<file path="config.mk">
export PLATFORM = sky130hd
export DESIGN_NAME = conv_sched
export DESIGN_NICKNAME = d
export VERILOG_FILES = /design/src/rtl/conv_sched.sv
export SDC_FILE = /design/constraint.sdc
export NUM_CORES = 1
export LEC_CHECK = 0
export CORE_MARGIN = 2
export CORE_UTILIZATION = 55
export CTS_CLUSTER_DIAMETER = 60
export DETAILED_ROUTE_END_ITERATION = 8
export GPL_TIMING_DRIVEN = 0
export PLACE_DENSITY = 0.9
export SYNTH_ARGS = -nofsm -noshare
export SYNTH_HDL_FRONTEND = slang
export SYNTH_SLANG_ARGS = --single-unit
</file>
<file path="constraint.sdc">
create_clock -name clk -period 8 [get_ports clk]
set_input_delay 2.4 -clock clk [delete_from_list [all_inputs] [get_ports clk]]
set_output_delay 2.4 -clock clk [all_outputs]
set_load 0.02 [all_outputs]
</file>
<file path="src/rtl/conv_sched.sv">
// Tile scheduler: sweeps all crossbar columns per input slice, accumulates ADC results per column, then streams the sums.
// Slice-to-ready latency DEPTH+LAT+1 cycles; in_ready low while sweeping, out_valid holds data/addr stable under out_ready=0.
module conv_sched #(
    parameter int INPUT_SIZE = 128,
    parameter int DEPTH      = 32,
    parameter int ADC_P      = 8,
    parameter int TILES      = 4,
    parameter int LAT        = 1,
    parameter int ACC_W      = 10,
    parameter int AW         = (DEPTH > 1) ? $clog2(DEPTH) : 1
) (
    input  logic                  clk,
    input  logic                  rst,
    input  logic                  in_valid,
    output logic                  in_ready,
    input  logic [INPUT_SIZE-1:0] in_feature,
    output logic                  pim_en,
    output logic [INPUT_SIZE-1:0] pim_feature,
    output logic [AW-1:0]         pim_addr,
    input  logic [ADC_P-1:0]      pim_out,
    output logic                  out_valid,
    input  logic                  out_ready,
    output logic [ACC_W-1:0]      out_data,
    output logic [AW-1:0]         out_addr,
    output logic                  out_last,
    output logic                  busy,
    output logic                  done
);

    localparam int TW = (TILES > 1) ? $clog2(TILES) : 1;
    localparam int DW = (LAT > 1) ? $clog2(LAT) : 1;
    localparam int SW = ((ACC_W > ADC_P) ? ACC_W : ADC_P) + 1;

    localparam logic [AW-1:0] LAST_COL   = AW'(DEPTH - 1);
    localparam logic [TW-1:0] LAST_TILE  = TW'(TILES - 1);
    localparam logic [DW-1:0] LAST_DRAIN = DW'(LAT - 1);
    localparam logic [SW-1:0] ACC_MAX    = {{(SW-ACC_W){1'b0}}, {ACC_W{1'b1}}};

    typedef enum logic [2:0] {
        IDLE      = 3'd0,
        SWEEP     = 3'd1,
        DRAIN     = 3'd2,
        WAIT_TILE = 3'd3,
        EMIT      = 3'd4
    } state_t;

    state_t                  state_q, state_d;
    logic [AW-1:0]           col_q;
    logic [AW-1:0]           emit_q;
    logic [TW-1:0]           tile_q;
    logic [DW-1:0]           drain_q;
    logic [INPUT_SIZE-1:0]   feat_q;
    logic                    done_q;

    logic                    pv_q [LAT];
    logic [AW-1:0]           pa_q [LAT];
    logic [ACC_W-1:0]        acc  [DEPTH];

    logic                    accept;
    logic                    issue;
    logic                    emit_fire;

    logic                    wr_vld;
    logic [AW-1:0]           wr_addr;
    logic [SW-1:0]           base;
    logic [SW-1:0]           sum;
    logic [ACC_W-1:0]        wr_val;

    // Next-state and handshake outputs; everything is forced quiet while rst is high.
    always_comb begin
        state_d   = state_q;
        accept    = 1'b0;
        issue     = 1'b0;
        emit_fire = 1'b0;
        in_ready  = 1'b0;
        pim_en    = 1'b0;
        out_valid = 1'b0;
        busy      = 1'b0;
        if (!rst) begin
            busy = (state_q != IDLE);
            case (state_q)
                IDLE, WAIT_TILE: begin
                    in_ready = 1'b1;
                    if (in_valid) begin
                        accept  = 1'b1;
                        state_d = SWEEP;
                    end
                end
                SWEEP: begin
                    pim_en = 1'b1;
                    issue  = 1'b1;
                    if (col_q == LAST_COL) state_d = DRAIN;
                end
                DRAIN: begin
                    if (drain_q == LAST_DRAIN)
                        state_d = (tile_q == LAST_TILE) ? EMIT : WAIT_TILE;
                end
                EMIT: begin
                    out_valid = 1'b1;
                    if (out_ready) begin
                        emit_fire = 1'b1;
                        if (emit_q == LAST_COL) state_d = IDLE;
                    end
                end
                default: state_d = IDLE;
            endcase
        end
    end

    always_ff @(posedge clk) begin
        if (rst) begin
            state_q <= IDLE;
            col_q   <= '0;
            emit_q  <= '0;
            tile_q  <= '0;
            drain_q <= '0;
            feat_q  <= '0;
            done_q  <= 1'b0;
        end else begin
            state_q <= state_d;
            done_q  <= emit_fire && (emit_q == LAST_COL);
            if (accept) feat_q <= in_feature;
            if (issue) col_q <= (col_q == LAST_COL) ? '0 : col_q + 1'b1;
            if (emit_fire) emit_q <= (emit_q == LAST_COL) ? '0 : emit_q + 1'b1;
            if (state_q == IDLE) tile_q <= '0;
            if (state_q == DRAIN) begin
                drain_q <= (drain_q == LAST_DRAIN) ? '0 : drain_q + 1'b1;
                if (drain_q == LAST_DRAIN && tile_q != LAST_TILE) tile_q <= tile_q + 1'b1;
            end
        end
    end

    // In-flight read tracker: entry LAT-1 lines up with the ADC result of that read.
    always_ff @(posedge clk) begin
        if (rst) begin
            for (int i = 0; i < LAT; i++) begin
                pv_q[i] <= 1'b0;
                pa_q[i] <= '0;
            end
        end else begin
            pv_q[0] <= issue;
            pa_q[0] <= col_q;
            for (int i = 1; i < LAT; i++) begin
                pv_q[i] <= pv_q[i-1];
                pa_q[i] <= pa_q[i-1];
            end
        end
    end

    assign wr_vld  = pv_q[LAT-1];
    assign wr_addr = pa_q[LAT-1];

    // Tile 0 overwrites, so stale sums from an aborted vector never leak forward.
    always_comb begin
        base   = (tile_q == '0) ? '0 : SW'(acc[wr_addr]);
        sum    = base + SW'(pim_out);
        wr_val = (sum > ACC_MAX) ? ACC_MAX[ACC_W-1:0] : sum[ACC_W-1:0];
    end

    always_ff @(posedge clk) begin
        if (!rst && wr_vld) acc[wr_addr] <= wr_val;
    end

    assign pim_feature = rst ? '0 : feat_q;
    assign pim_addr    = pim_en ? col_q : '0;
    assign out_data    = out_valid ? acc[emit_q] : '0;
    assign out_addr    = out_valid ? emit_q : '0;
    assign out_last    = out_valid && (emit_q == LAST_COL);
    assign done        = !rst && done_q;

endmodule

</file>
==> results.cfg <==
[final_layout]
drive_gt1_share_pct = 25.5
ff_latch_area_um2 = 12700
n_antenna_cell = 0
areaGrowthSynthToFinish_pct = 25.0
final_cell_mix = edfxtp_1, clkdlybuf4s50_1, mux4_2, dfxtp_1, nor2b_1
multi_input_area_um2 = 8160
layout_commonest_cell = edfxtp_1
nets = 1818
fillers = 2437

[global_route]
grtUsageTotal_pct = 31.7
antenna_found_initial = 6
grt_pass1_wl_mm = 94.2
grt_pass1_vias = 14900
overflow = 0
grt_max_degree = 33

[critical_path]
cp-start-kind = primary input
endpoint_kind = output port
reg2reg_depth = 16
path_class = primary input to output port
rrSetupSlack_ns = 1.11
required_ns = 5.60
rr_startpoint = pa_q[0][1]
crit_start = rst
timing.rr.end = acc[19][3]
critPathMaxFanout = 10
critPathArrivalTime_ns = 5.06

[worst_hold_path]
hold_start = col_q[4]
hold_class = flip-flop to flip-flop
hold_depth = 2
min_to = pa_q[0][4]

[routing]
drt_iter0_drc = 1833
dr.pass1.iters = 5
remaining_drc_errors = 0
wl_mm = 64.1
vias = 14200
viasPerCell = 6.41
drtAntennaViolNets = 0
wl_per_cell_um = 28.9

[timing]
fin_crit_ns = 7.46
min_period_over_period_pct = 93.2
finalHoldViolCount = 0
worst_slack_ns = 0.544
clock_skew_ns = 0.0248
tightest_slew_ns = 1.44
max_slew_margin_pct = 2.98
tns_ns = 0
maxSlewViolCount = 0
fmax_mhz = 134
rsz0062_at_grt = no
setup_violations = 0

[placed_design]
gp_congestion = 0.942
numPortBuffers = 292
pre_cts_slack_ns = 0.505
dp_hpwl_mm = 45.0

[cts]
root_buffer = clkbuf_16
numCtsBuffers = 49
ctsHoldBuffers = 0
htreeDepth = 2
cts-resized-gates = 0
cts_setup_buffers = 0
insertion_delay_ns = 0.59
cts_tree = built
path_clk_slew_ns = 0.06
clock_path_buffers = 3
clock_sinks = 475

[die]
io_pins = 294
core_um2 = 38500
rows = 72
die_x_um = 201
die_h_um = 201
start_util_pct = 55.4
die-area_um2 = 40400

[synth]
netlist_instances = 1315
synth-warning-count = 0
synth_area_per_cell_um2 = 16.2
synth_fp_nets = 1470
synth.cell_area_um2 = 21300
async_flop_share_pct = 0
ys_ff_latch = 475
ys_types = 56
ys_seq_area_share_pct = 59.6
synth_edf_count = 320
synth-main-ff-cell = edfxtp_1

[pwr]
vdd_drop_max_mv = 0.184
p_per_area_nw_per_um2 = 217
power_mw = 5.79
p_leak_nw = 8.84

[job]
maxCapViolations = 0

[run_status]
status = complete, no violations
==> cell type report <==
type,instances,area share [%]
inverters,9,0.127
repair buffers,297,11.2
clock inverters,28,1.24
flip-flops and latches,475,47.7
clock buffers,63,4.96
well taps,518,2.43
plain buffers,92,1.71
multi-input cells,739,30.6
==> per-layer routing <==
layer	vias to the layer above	share of wire, %	routed length (um)	GRT usage (%)
met2	1153	49	31400	52.7
met5	-	0.13	81	0
met3	235	12	7860	9.74
li1	5864	-	-	-
met4	12	5.8	3740	17.1
met1	6983	33	21000	36.9
==> cell families after synthesis <==
logic type	count (synthesis)	share of synthesized area, %
xor gates and xnor gates	3	0.123
AOI/OAI and AO/OA	103	3.29
and+or+nand+nor	284	7.53
muxes	334	26.2
DFF	475	59.6
adders and majority gates	15	0.915
buffers and inverters	101	2.29
==> cell usage after synthesis (3+ instances only) <==
| master | n | area, um^2 |
|---|---|---|
| a22o_1 | 7 | 61.3 |
| a21oi_1 | 13 | 65.1 |
| nor3_1 | 6 | 30.0 |
| mux2i_1 | 39 | 390 |
| dfxtp_1 | 155 | 3100 |
| mux2_2 | 128 | 1440 |
| buf_4 | 21 | 158 |
| nor2b_1 | 139 | 870 |
| a31oi_1 | 11 | 68.8 |
| and3_1 | 6 | 37.5 |
| buf_2 | 25 | 125 |
| o22ai_1 | 9 | 56.3 |
| nand2_1 | 16 | 60.1 |
| nand3_1 | 5 | 25.0 |
| o21ai_0 | 20 | 100 |
| edfxtp_1 | 320 | 9610 |
| or3b_1 | 3 | 26.3 |
| nor3b_1 | 3 | 22.5 |
| inv_1 | 8 | 30.0 |
| a221oi_1 | 8 | 70.1 |
| clkbuf_1 | 41 | 154 |
| mux4_2 | 167 | 3760 |
| nand3b_1 | 6 | 45.0 |
| buf_1 | 5 | 18.8 |
| ha_1 | 14 | 175 |
| and2_1 | 10 | 62.6 |
| a22oi_1 | 19 | 143 |
| nor2_1 | 68 | 255 |
| nor4_1 | 4 | 25.0 |
| nand2b_1 | 6 | 37.5 |
==> metrics by stage <==
stage | instance area [um^2] | instances | util (%) | hold slack, ns
finish | 26700 | 2221 | 69.3 | 0.514
global route | 26700 | 2221 | 69.3 | 0.537
CTS | 26700 | 2221 | 69.3 | 0.511
detailed placement | 25000 | 2130 | 65.0 | 0.497
global placement | 24900 | 2125 | 64.7 | 0.493
floorplan | 21300 | 1315 | - | 0.457
==> worst max path at each step <==
stage | depth (start not counted) | slack, ns | to
global placement | 10 | 0.48 | acc[10][9]
floorplan | 5 | 1.97 | busy
global route | 6 | 0.40 | busy
finish | 6 | 0.54 | busy
detailed placement | 6 | 0.50 | busy
CTS | 6 | 0.50 | busy
==> flip-flops by register name, indices dropped and copies added, names as in the netlist, 2 cells and up, named ones only <==
name	flops
col_q	5
tile_q	2
feat_q	128
pa_q	5
state_q	3
emit_q	5
acc	320
==> report_power, final <==
group          switching, mW  internal [mW]  leakage, nW  total [mW]
logic                  0.345          0.361         3.90       0.706
clock network          0.974           1.40        0.801        2.37
registers             0.0216           2.69         4.14        2.72
total                   1.34           4.45         8.84        5.79
==> critical path: stages <==
cell,delay [ns]
clkbuf_1,0.43
clkbuf_1,0.56
clkbuf_1,0.46
clkbuf_1,0.46
nor2_1,0.10
clkdlybuf4s50_1,0.64
No activity file was read; power rests on OpenSTA's default activity.
